<file path="src/rtl/serial_adder_pkg.sv">
// Shared types and sizing helpers for the bit-serial adder controller.
package serial_adder_pkg;

  typedef enum logic [1:0] {
    IDLE = 2'd0,
    RUN  = 2'd1,
    DONE = 2'd2
  } state_t;

  // Bit-counter width; never narrower than one bit.
  function automatic int cnt_width(input int width);
    return (width > 2) ? $clog2(width) : 1;
  endfunction

endpackage

</file>
<file path="src/rtl/full_adder_cell.sv">
// Single-bit full adder: the only arithmetic in the serial adder.
module full_adder_cell (
  input  logic a,
  input  logic b,
  input  logic ci,
  output logic s,
  output logic co
);

  assign s  = a ^ b ^ ci;
  assign co = (a & b) | (ci & (a ^ b));

endmodule

</file>
<file path="src/rtl/serial_adder_ctrl.sv">
// Bit-serial WIDTH-bit add/subtract: one full-adder cell, LSB first, one bit per clock.
module serial_adder_ctrl
  import serial_adder_pkg::*;
#(
  parameter int WIDTH = 8
) (
  input  logic             clk,
  input  logic             rst,
  input  logic             start,
  input  logic             sub,
  input  logic [WIDTH-1:0] a_in,
  input  logic [WIDTH-1:0] b_in,
  input  logic             cin,
  output logic             busy,
  output logic             done,
  output logic [WIDTH-1:0] sum_out,
  output logic             cout_out,
  output logic             ovf_out
);

  localparam int CNT_W = cnt_width(WIDTH);
  localparam logic [CNT_W-1:0] LAST_CNT = CNT_W'(WIDTH - 1);

  state_t           state, next_state;
  logic [CNT_W-1:0] cnt;
  logic [WIDTH-1:0] a_sr, b_sr, res_sr;
  logic             carry_q;
  logic             cell_s, cell_co;
  logic             accept, last_bit;

  full_adder_cell u_cell (
    .a  (a_sr[0]),
    .b  (b_sr[0]),
    .ci (carry_q),
    .s  (cell_s),
    .co (cell_co)
  );

  assign accept   = (state == IDLE) && start;
  assign last_bit = (state == RUN) && (cnt == LAST_CNT);

  always_ff @(posedge clk or posedge rst) begin
    if (rst) begin
      state <= IDLE;
    end else begin
      state <= next_state;
    end
  end

  always_comb begin
    next_state = state;
    busy       = 1'b0;
    done       = 1'b0;
    case (state)
      IDLE: begin
        if (start) next_state = RUN;
      end
      RUN: begin
        busy = 1'b1;
        if (cnt == LAST_CNT) next_state = DONE;
      end
      DONE: begin
        busy       = 1'b1;
        done       = 1'b1;
        next_state = IDLE;
      end
      default: next_state = IDLE;
    endcase
  end

  // Operand capture and serial shift; subtraction is A + ~B + 1.
  always_ff @(posedge clk or posedge rst) begin
    if (rst) begin
      cnt     <= '0;
      a_sr    <= '0;
      b_sr    <= '0;
      res_sr  <= '0;
      carry_q <= 1'b0;
    end else if (accept) begin
      cnt     <= '0;
      a_sr    <= a_in;
      b_sr    <= sub ? ~b_in : b_in;
      carry_q <= sub | cin;
    end else if (state == RUN) begin
      cnt     <= cnt + 1'b1;
      a_sr    <= a_sr >> 1;
      b_sr    <= b_sr >> 1;
      res_sr  <= {cell_s, res_sr[WIDTH-1:1]};
      carry_q <= cell_co;
    end
  end

  // Result registers load on the edge entering DONE and hold until the next one.
  always_ff @(posedge clk or posedge rst) begin
    if (rst) begin
      sum_out  <= '0;
      cout_out <= 1'b0;
      ovf_out  <= 1'b0;
    end else if (last_bit) begin
      sum_out  <= {cell_s, res_sr[WIDTH-1:1]};
      cout_out <= cell_co;
      ovf_out  <= carry_q ^ cell_co;
    end
  end

endmodule

</file>
<file path="config.mk">
export PLATFORM = sky130hd
export DESIGN_NAME = serial_adder_ctrl
export DESIGN_NICKNAME = d
export VERILOG_FILES = /design/src/rtl/serial_adder_pkg.sv /design/src/rtl/full_adder_cell.sv /design/src/rtl/serial_adder_ctrl.sv
export SDC_FILE = /design/constraint.sdc
export NUM_CORES = 1
export LEC_CHECK = 0
export BUFFER_PORTS_ARGS = -buffer_cell sky130_fd_sc_hd__clkbuf_2
export CORE_UTILIZATION = 41
export DETAILED_ROUTE_END_ITERATION = 8
export GPL_ROUTABILITY_DRIVEN = 0
export MAX_ROUTING_LAYER = met4
export PLACE_DENSITY_LB_ADDON = 0.12
export REMOVE_ABC_BUFFERS = 1
export SETUP_SLACK_MARGIN = 0.1
export SLEW_MARGIN = 40
export SYNTH_ARGS = -nofsm -noshare
export SYNTH_HDL_FRONTEND = slang
export SYNTH_SLANG_ARGS = --single-unit
</file>
<file path="constraint.sdc">
create_clock -name clk -period 2 [get_ports clk]
set_clock_uncertainty 0.2 [all_clocks]
set_input_delay 0.3 -clock clk [delete_from_list [all_inputs] [get_ports clk]]
set_output_delay 0.3 -clock clk [all_outputs]
set_load 0.02 [all_outputs]
</file>
==> summary.txt <==
Power and ir drop
  – Sw Ratio: 0.337
  – Seq pwr share: 0.405
  – Combinational share of power: 0.394
  – Pint: 0.00220 W
  – P_leak: 1.06 nW
  – Total power: 0.00332 W
  – P_sw: 0.00112 W
  – PD cells: 1550 mW/mm^2
  – Clock power frac: 0.201
  – Max VDD drop: about 0.00058 V

Detailed routing
  – Vias per cell: 4.89
  – Antenna violation net count after detailed routing: 0
  – Detailed Routing Iterations Pass 1: 3
  – Via count: 1,154
  – DRT Wirelength: 2.85 mm
  – # DRC: 0
  – DRT iter0 DRCs: 50
  – DR WL/cell: approximately 12 microns

Global routing
  – First-pass GRT wire length: 4.80 mm
  – Total Routing Usage GR: 0.146
  – Congestion Overflow GR: 0
  – Initial antenna violation count: 0
  – Largest net degree at the start of global routing: 40
  – Number of global-route vias before repair: 1,174

Die
  – Initial Util: 0.438
  – Rows: 23
  – # IOs: 33
  – Core Area: a little over 0.004 sq mm
  – Die footprint: 0.00467 sq mm
  – Die Wd: slightly below 70 microns
  – Die Height: 68.3 microns

Clocking
  – H-tree levels: 2
  – Buffer count from post-CTS setup fixing: 0
  – Worst-path clk slew: 0.07 ns
  – Clock sinks: 39
  – Worst skew pair latency: approximately 0.28 ns
  – TritonCTS Buffers: 5
  – Max Buffers Root-to-Sink: 2
  – Root Buffer Master: clkbuf_8
  – CTS tree: yes

Timing
  – RSZ-0062 raised after global routing: false
  – Hold_ws: 0.0370 ns
  – Crit path time final: 1.74 ns
  – Slew @ Worst Pin: about 0.48 ns
  – Setup violators final: 0
  – Setup TNS: 0 ns
  – Fin. max-slew vios: 0
  – Slew headroom: 0.683
  – Final period util: 0.869
  – Peak Freq: between 500 and 600 MHz
  – Final hold violation count: 0

Setup path
  – Startpoint Class: register
  – R2R depth: 5
  – CP max-delay cell: dfrtp_1
  – Flop2flop setup slack: 0.26 ns
  – Largest stage delay on the critical path: 0.38 ns
  – Critical path, cell by cell: inv_1 -> ha_1 -> nor2b_2 -> a21oi_1 -> mux2_1
  – Crit end category: register
  – CP Class: reg2reg
  – CP required: a little under 2 ns
  – CP arrival: 1.71 ns
  – CP Max Fanout: 6

Synthesis
  – Synth top area share: 0.541
  – EDFF count, synth: 0
  – Synth area leader: dfrtp_1
  – #FFs+latches synth: 39
  – Post-synth ARST share: 1.00
  – Syn_area_per_cell: 12.2 sq um
  – Cell variety after synth: 22
  – Sequential fraction of the synthesis area: 0.541
  – Synth top area cells: dfrtp_1 54%, mux2_2 10%, mux2i_1 9.4%
  – Most common cell in the synthesized netlist: dfrtp_1
  – Synth top cells by count: 39 x dfrtp_1, 19 x a21oi_1, 17 x mux2i_1
  – Cell Area, Synth: 0.00180 sq mm
  – Cells after Synth: around 150
  – Post-synth top flop: dfrtp_1
  – Synth warn: 0

Finish
  – Antenna cells: 0
  – Layout Nets: 213
  – Layout cell share with drive strength beyond 1: 0.339
  – Area Growth Syn to Fin: 18.9%
  – Fin util: 0.521
  – Non-Filler Instances: ~240

Hold path
  – Hold Path Cell Cnt: 3
  – Worst Hold Class: in2reg

Flow run
  – MaxCap Viol Count: 0

Place
  – Placed insts: ~230
  – IO buf count: 32
  – Detailed Place HPWL: slightly above 2 mm

Status
  – Outcome: completed
final cells by class:
cell class | count | area, sq um
Clock buffer | 6 | 82.6
Clock inverter | 2 | 35.0
Fill cell | 368 | 1970
Inverter | 4 | 15.0
Multi-Input combinational cell | 97 | 766
Sequential cell | 39 | 976
Tap cell | 50 | 62.6
Timing Repair Buffer | 38 | 208
placed cells by master (no fill, tap or decap), types with 3 or more instances in the layout:
| cell type | n |
|---|---|
| dfrtp_1 | 39 |
| clkbuf_2 | 32 |
| a21oi_1 | 19 |
| mux2i_1 | 17 |
| mux2_2 | 16 |
| nor2_1 | 14 |
| xor2_1 | 7 |
| ha_1 | 6 |
| clkbuf_8 | 6 |
| buf_4 | 5 |
| inv_1 | 4 |
| nand2_1 | 3 |
| xnor2_1 | 3 |
sequential cells by signal, summed over array words and instances, names as in the netlist:
register  count
cnt           3
cout_out      1
sum_out       8
ovf_out       1
state         2
a_sr          8
b_sr          8
carry_q       1
res_sr        7
through the flow:
step	worst slack [ns]	instance area (sq um)
floorplan	-0.558	1750
global placement	0.215	2010
detailed placement	0.145	2010
CTS	0.137	2140
global route	0.149	2140
finish	0.262	2140
kinds of logic after synthesis:
kind of cell,count (synthesis),share of synthesized area
AO/OA/AOI/OAI,23,0.0652
AND/OR/NAND/NOR,23,0.0562
XOR/XNOR,10,0.0486
multiplexers,34,0.201
adder cells (fa/ha/maj),7,0.0527
flip-flops,39,0.541
buffers and inverters,12,0.0354
timing repair:
item,CTS,global route
resized for setup,0,1
hold buffers,1,0
endpoints found under the hold margin,39,0
setup endpoints to repair,0,9
worst paths after layout:
check                          from       end
hold reg to reg             ovf_out   ovf_out
setup reg to reg           state[0]  state[0]
max in group asynchronous       rst   b_sr[6]
hold / removal              a_in[7]   a_sr[7]
min in group asynchronous       rst  state[1]
setup / recovery           state[0]  state[0]
power groups by stage:
stage	combinational (W)	clock (W)	sequential, W
2_1_floorplan	0.000923	0	0.00140
3_3_place_gp	0.00128	0	0.00134
3_5_place_dp	0.00132	0	0.00136
4_1_cts	0.00133	0.000687	0.00134
5_1_grt	0.00146	0.000727	0.00139
6_report	0.00131	0.000666	0.00134
layer usage:
metal | global-route usage | vias to the layer above | part of all wire
li1 | - | 579 | -
met1 | 0.147 | 545 | 0.44
met2 | 0.255 | 26 | 0.50
met3 | 0.0550 | 4 | 0.049
met4 | 0.0547 | 0 | 0.0088
met5 | - | - | 0
critical path: cells and delay by family, from the launching register on:
family	cells	cell delay, ns
and+or+nand+nor	1	0.19
AOI/OAI and AO/OA	1	0.14
buffers and inverters	1	0.09
DFF	1	0.38
muxes	1	0.34
adders and majority gates	1	0.28
(Power assumes the default switching activity.)
